<file path="src/rtl/io_bus_ctrl.sv">
// Memory-mapped I/O bus controller: registered request/ack handshake between the CPU data port
// and N_SLOT peripherals, with address decode, wait states, unmapped and timeout errors.
module io_bus_ctrl #(
  parameter int unsigned                 ADDR_W    = 32,
  parameter int unsigned                 DATA_W    = 32,
  parameter int unsigned                 N_SLOT    = 4,
  parameter logic [N_SLOT*ADDR_W-1:0]    SLOT_BASE = {N_SLOT{32'hFFFFF000}},
  parameter logic [N_SLOT*ADDR_W-1:0]    SLOT_MASK = {N_SLOT{32'hFFFFFF00}},
  parameter int unsigned                 TIMEOUT   = 255,
  parameter logic [DATA_W-1:0]           ERR_RDATA = 32'hDEADBEEF
) (
  input  logic                       i_clk,
  input  logic                       i_rst,
  input  logic                       i_m_req,
  input  logic                       i_m_we,
  input  logic [ADDR_W-1:0]          i_m_addr,
  input  logic [DATA_W-1:0]          i_m_wdata,
  input  logic [DATA_W/8-1:0]        i_m_wstrb,
  output logic                       o_m_ready,
  output logic [DATA_W-1:0]          o_m_rdata,
  output logic                       o_m_err,
  output logic [N_SLOT-1:0]          o_s_sel,
  output logic                       o_s_we,
  output logic [ADDR_W-1:0]          o_s_addr,
  output logic [DATA_W-1:0]          o_s_wdata,
  output logic [DATA_W/8-1:0]        o_s_wstrb,
  input  logic [N_SLOT-1:0]          i_s_ack,
  input  logic [N_SLOT*DATA_W-1:0]   i_s_rdata
);

  localparam int unsigned IDX_W = (N_SLOT > 1) ? $clog2(N_SLOT) : 1;
  localparam int unsigned CNT_W = (TIMEOUT > 1) ? $clog2(TIMEOUT) : 1;
  localparam int unsigned SW    = DATA_W / 8;

  typedef enum logic [1:0] {StIdle, StAccess, StResp} state_e;

  state_e             r_state, w_state_nxt;
  logic [N_SLOT-1:0]  r_sel, w_sel_nxt;
  logic [IDX_W-1:0]   r_idx, w_idx_nxt;
  logic [CNT_W-1:0]   r_cnt, w_cnt_nxt;
  logic               r_we, w_we_nxt;
  logic [ADDR_W-1:0]  r_addr, w_addr_nxt;
  logic [DATA_W-1:0]  r_wdata, w_wdata_nxt;
  logic [SW-1:0]      r_wstrb, w_wstrb_nxt;
  logic [DATA_W-1:0]  r_rdata, w_rdata_nxt;
  logic               r_err, w_err_nxt;

  logic               w_hit;
  logic [IDX_W-1:0]   w_hit_idx;
  logic               w_ack;
  logic [DATA_W-1:0]  w_slot_rdata;

  // Scan from the top down so the lowest-index hit is the last assignment and wins.
  always_comb begin
    w_hit     = 1'b0;
    w_hit_idx = '0;
    for (int i = N_SLOT - 1; i >= 0; i--) begin
      if ((i_m_addr & SLOT_MASK[i*ADDR_W +: ADDR_W]) ==
          (SLOT_BASE[i*ADDR_W +: ADDR_W] & SLOT_MASK[i*ADDR_W +: ADDR_W])) begin
        w_hit     = 1'b1;
        w_hit_idx = IDX_W'(i);
      end
    end
  end

  assign w_ack        = i_s_ack[r_idx];
  assign w_slot_rdata = i_s_rdata[int'(r_idx)*DATA_W +: DATA_W];

  always_comb begin
    w_state_nxt = r_state;
    w_sel_nxt   = r_sel;
    w_idx_nxt   = r_idx;
    w_cnt_nxt   = r_cnt;
    w_we_nxt    = r_we;
    w_addr_nxt  = r_addr;
    w_wdata_nxt = r_wdata;
    w_wstrb_nxt = r_wstrb;
    w_rdata_nxt = r_rdata;
    w_err_nxt   = r_err;
    unique case (r_state)
      StIdle: begin
        if (i_m_req) begin
          if (w_hit) begin
            w_we_nxt    = i_m_we;
            w_addr_nxt  = i_m_addr;
            w_wdata_nxt = i_m_wdata;
            w_wstrb_nxt = i_m_we ? i_m_wstrb : '0;
            w_sel_nxt   = N_SLOT'(1) << w_hit_idx;
            w_idx_nxt   = w_hit_idx;
            w_cnt_nxt   = '0;
            w_state_nxt = StAccess;
          end else begin
            w_rdata_nxt = ERR_RDATA;
            w_err_nxt   = 1'b1;
            w_state_nxt = StResp;
          end
        end
      end
      StAccess: begin
        // Ack is checked first so it beats a timeout on the same cycle.
        if (w_ack) begin
          w_rdata_nxt = r_we ? '0 : w_slot_rdata;
          w_err_nxt   = 1'b0;
          w_sel_nxt   = '0;
          w_state_nxt = StResp;
        end else if (r_cnt == CNT_W'(TIMEOUT - 1)) begin
          w_rdata_nxt = ERR_RDATA;
          w_err_nxt   = 1'b1;
          w_sel_nxt   = '0;
          w_state_nxt = StResp;
        end else begin
          w_cnt_nxt = r_cnt + CNT_W'(1);
        end
      end
      StResp:  w_state_nxt = StIdle;
      default: w_state_nxt = StIdle;
    endcase
  end

  always_ff @(posedge i_clk) begin
    if (i_rst) begin
      r_state <= StIdle;
      r_sel   <= '0;
      r_idx   <= '0;
      r_cnt   <= '0;
      r_we    <= 1'b0;
      r_addr  <= '0;
      r_wdata <= '0;
      r_wstrb <= '0;
      r_rdata <= '0;
      r_err   <= 1'b0;
    end else begin
      r_state <= w_state_nxt;
      r_sel   <= w_sel_nxt;
      r_idx   <= w_idx_nxt;
      r_cnt   <= w_cnt_nxt;
      r_we    <= w_we_nxt;
      r_addr  <= w_addr_nxt;
      r_wdata <= w_wdata_nxt;
      r_wstrb <= w_wstrb_nxt;
      r_rdata <= w_rdata_nxt;
      r_err   <= w_err_nxt;
    end
  end

  assign o_m_ready = (r_state == StResp);
  assign o_m_rdata = r_rdata;
  assign o_m_err   = r_err;
  assign o_s_sel   = r_sel;
  assign o_s_we    = r_we;
  assign o_s_addr  = r_addr;
  assign o_s_wdata = r_wdata;
  assign o_s_wstrb = r_wstrb;

endmodule

</file>
<file path="config.mk">
export PLATFORM = sky130hd
export DESIGN_NAME = io_bus_ctrl
export DESIGN_NICKNAME = d
export VERILOG_FILES = /design/src/rtl/io_bus_ctrl.sv
export SDC_FILE = /design/constraint.sdc
export NUM_CORES = 1
export LEC_CHECK = 0
export BUFFER_PORTS_ARGS = -buffer_cell sky130_fd_sc_hd__buf_2
export CORE_AREA = 10 10 114 116
export DETAILED_ROUTE_END_ITERATION = 8
export DIE_AREA = 0 0 124 126
export HOLD_SLACK_MARGIN = 0.06
export PLACE_DENSITY = 0.79
export SYNTH_ARGS = -nofsm -noshare
export SYNTH_HDL_FRONTEND = slang
export SYNTH_SLANG_ARGS = --single-unit
</file>
<file path="constraint.sdc">
create_clock -name i_clk -period 3.7 [get_ports i_clk]
set_input_delay 0.185 -clock i_clk [delete_from_list [all_inputs] [get_ports i_clk]]
set_output_delay 0.185 -clock i_clk [all_outputs]
set_load 0.02 [all_outputs]
</file>
### After elaboration in Yosys (flattened, before gate mapping)

Index checks and enable logic that the tools add are counted.

* output and inout port bits: 107
* logic and storage cells: 55
* input bits: 204
* flip-flop bits (word level): 116

* $add $sub $neg: 1
* muxes and demuxes: 28
* equal/unequal tests: 10
* reductions and logical operators: 7

Operators by type and width (count)
* 32-bit two-way mux: 5
* 32-bit case mux with 2 select lines: 1
* 8-bit two-way mux: 4
* 24-bit == test (second input constant): 1
* 4-bit two-way mux: 5
* 8-bit case mux with 2 select lines: 1
* 2-bit != test (second input constant): 5
* 8-bit by 1-bit adder with 8-bit output (second input constant): 1
* 8-bit == test (second input constant): 1
* 2-bit two-way mux: 4
* 4-bit case mux with 2 select lines: 1
* 4-bit AND reduction: 2
* 1-bit two-way mux: 5
* 5-bit AND reduction: 1
* 2-bit case mux with 2 select lines: 1
* 3-bit != test (second input constant): 1
* 3-bit AND reduction: 1
* 2-bit by 1-bit == test with 1-bit output (second input constant): 1
* 2-bit == test (second input constant): 1
* 2-bit zero test: 1
* 1-bit case mux with 2 select lines: 1
* 2-bit AND reduction: 1
* 2-bit nonzero test: 1

### Depth between registers and ports, before layout

* depth after elaboration: 5
* depth in mapped cells: 8
* depth with buffers taken out: 7

### Least setup slack after synthesis

Ideal clock, no wire load.

* path type: register to register
* from: register r_cnt[0]
* to: register r_cnt[1]
* setup time: 0.128 ns
* buffers on the path: 1
* slack: 1.726 ns
* arrival: 1.847 ns
* clock period less this slack: 1.974 ns
* stages on the path, launching flop included: 9
* data required time: 3.572 ns
* cell sequence: dfxtp_1 > inv_1 > ha_1 > and3_1 > a211oi_1 > a21o_1 > buf_2 > mux2i_1 > nor2_1

* word-level cells in the longest chain between the ends: 4
* elaborated cells on any way between the ends: 7
* classes of those cells: add/sub (1); eq/ne (2); mux (3); reduce/logical (1)

RTL lines
* start, declared: line 40 `logic [CNT_W-1:0] r_cnt, w_cnt_nxt;`
* start signal, assigned: line 136 `r_cnt <= w_cnt_nxt;`
* 8-bit by 1-bit adder with 8-bit output: line 112 `w_cnt_nxt = r_cnt + CNT_W'(1);`
* 8-bit two-way mux: line 106 `end else if (r_cnt == CNT_W'(TIMEOUT - 1)) begin`
* 8-bit two-way mux: line 101 `if (w_ack) begin`
* 8-bit case mux with 2 select lines: line 80 `unique case (r_state)`

Parallel ways exist; a longest one is shown, timed or not. The select of a mux whose other input is x is not followed.
A chain may end at the register's enable or synchronous reset.

### Final worst setup path

* from: register r_state[0]
* to: register r_wstrb[0], in the netlist o_s_wstrb[0]

* word-level cells in the longest chain between the ends: 2

RTL lines
* start, declared: line 37 `state_e r_state, w_state_nxt;`
* start signal, assigned: line 122 `r_state <= StIdle;`
* start signal, assigned: line 133 `r_state <= w_state_nxt;`
* 2-bit zero test: line 80
* 3-bit AND reduction (no source line)
* end signal, assigned: line 140 `r_wstrb <= w_wstrb_nxt;`
* end, declared: line 44 `logic [SW-1:0] r_wstrb, w_wstrb_nxt;`

Every way passes these cells.

==> out/qor.csv <==
metric;value;unit
Die Area;15600;um2
Max clock buf depth;2;
total placed cells including tap cells;806;
Simple-Gate Fraction of Synth Area;0.230;
first-pass GRT wire length;24.1;mm
sequential element share of the synthesized area;0.536;
CTS Hold Buffers Added;81;
largest family of logic cells by synthesized area;simple AND/OR/NAND/NOR gates;
status;complete, no violations;
HPWL after DPL;9.95;mm
WS Path Type;reg2reg;
final period utilization;0.807;
RSZ-0062 raised after global routing;no;
critical path's top delay family;buffers and inverters;
antenna violations before repair;6;
Clock Sinks;113;
layout cell share with drive strength beyond 1;0.322;
Fillers;850;
vias in the first global route;4865;
worst hold slack;87.8;ps
Finished Layout Cells;925;
GRT Resource Usage Total;0.195;
initial cell density of the core;0.395;
maximum vdd drop;0.244;mV
Worst setup EP type;flop;
worst-path fanout max;69;
Synth Area in Adders;0.00593;
asr flop ratio synth;0;
IO Count;311;
DR vias;4690;
top_reg_cell synth;dfxtp_1;
Mapped Area;4220;um2
CTS clock-pin slew for the worst setup and hold paths;60;ps
commonest non-fill, non-tap cell in the layout;buf_2;
die extent in x;124;um
GPL Wtd Cong;0.925;
setup tns final;0;ps
crit start category;flop;
commonest non-fill, non-tap cells in the layout;buf_2, dfxtp_1, nand2_1;
post-synthesis xor/xnor area fraction;0;
post-synthesis cell count;487;
PortBufs;208;
synth warn;0;
CP max-delay cell;dlygate4sd3_1;
Slew Viols, Final;0;
Post-DRT Antenna Nets;0;
CP Data Arrival Time;3420;ps
die height;126;um
DRC errors left;0;
data required time of the worst path;4130;ps
Cell variety after synth;36;
number of setup buffers added after CTS;0;
Seq cells post-synth;113;
Synth Area per Inst;8.67;um2
R2R setup slack;720;ps
CP cell instances;nand4b_1, nor4_2, and4b_2, buf_4, nand3_1, dlygate4sd3_1, a21oi_1;
H-tree levels;4;
multi-input logic area;1780;um2
Core ar.;10700;um2
pwr dens;474;nW/um2
post-synthesis compound-gate area fraction;0.179;
Vias per Instance;5.07;
Hold/Removal Path Class;in2reg;
Post-Route WL;15.8;mm
Peak Freq;335;MHz
TritonCTS Buffers;17;
Fin Clk Skew;9.16;ps
final setup fails;0;
leakage power;2.99;nW
PostCTS Resize Cnt;0;
Max Cap Viol;0;
Reg area;2260;um2
Pre-antenna DRT Iters;4;
Slew headroom;0.267;
DR iter-0 viols;279;
total grt overflow;0;
# rows;38;
largest net degree at the start of global routing;70;
Worst-Skew Late Latency;510;ps
number of synthesized flops with an enable pin;0;
fin crit period;2980;ps
mux cell area share after synthesis;0.00237;
crit-path max cell delay;630;ps
CTS tree;yes;
endpoints failing hold;0;
Post-layout nets;972;
WP buf/inv;2;
Worst-Margin Slew;1090;ps
CTS root buf;clkbuf_8;
routed length per instance;17.1;um
synthesis-to-layout area growth;60.4;%
## cell families (layout without fill, tap and decap cells)
kind of cell / Yosys count / in the layout
mux: 1 / 1
flops: 113 / 113
buf+inv: 39 / 329
fa+ha+maj: 2 / 2
simple gates: 208 / 208
other cells: 1 / 9
compound gates: 123 / 123
## tightest hold or removal path: cells and delay by family
family	cells	cell delay, ps
AOI/OAI and AO/OA	1	60
and+or+nand+nor	3	190
buffers and inverters	1	100
## where the power goes
| group | switching (mW) | internal (mW) |
|---|---|---|
| Clock | 0.569 | 1.13 |
| Combinational | 0.128 | 0.133 |
| Sequential | 0.0140 | 1.24 |
| Total | 0.712 | 2.50 |
## sequential cells by signal, summed over array words and instances (netlist names), 2 cells and up
register and cells:
r_state 2, o_s_wstrb 4, o_s_wdata 32, r_cnt 8, o_m_rdata 32, o_s_addr 32
## final timing paths
| check | startpoint | cells past startpoint | endpoint |
|---|---|---|---|
| worst max-delay path | r_state[0] | 7 | o_s_wstrb[0] |
| worst min-delay path | i_m_addr[28] | 5 | o_s_sel[0] |
| worst max register to register | r_state[0] | 7 | o_s_wstrb[0] |
| worst min register to register | o_s_wdata[11] | 2 | o_s_wdata[11] |
## cell usage after synthesis (2+ instances only)
cell type	number	area, um2
a311oi_1	6	52.6
dfxtp_1	113	2260
a41oi_1	2	17.5
and3_1	3	18.8
nand2b_1	29	181
nand3_1	9	45.0
buf_4	7	52.6
buf_2	6	30.0
nor2b_1	3	18.8
nor2_1	46	173
buf_6	2	22.5
o21ai_0	2	10.0
nor3b_1	5	37.5
nand2_1	93	349
ha_1	2	25.0
clkbuf_1	23	86.3
nand4b_1	4	35.0
nor3_1	3	15.0
nand4_1	5	31.3
nor4_1	2	12.5
a21oi_1	76	380
a22o_1	8	70.1
a211oi_1	25	188
## stage by stage
step                power (mW)  setup slack (ps)   util  cell area, um2
floorplan                 1.37              1730      -            4230
global placement          1.46              1300  0.497            5320
detailed placement        1.47              1230  0.497            5320
CTS                       3.23               868  0.632            6760
global route              3.32               530  0.633            6770
finish                    3.21               715  0.633            6770
## metal layers
metal	global-route usage	wire, um
met2	0.311	7700
met1	0.201	5760
met4	0.128	573
met3	0.0867	1770
met5	0	0
## area by class of cell
cell class	count	area share
Tap cell	140	0.0259
Antenna cell	6	0.00222
Clock buffer	19	0.0652
Sequential cell	113	0.334
Multi-Input combinational cell	337	0.263
Clock inverter	13	0.0273
Inverter	1	0.000554
Timing Repair Buffer	296	0.282
(Power assumes the default switching activity.)
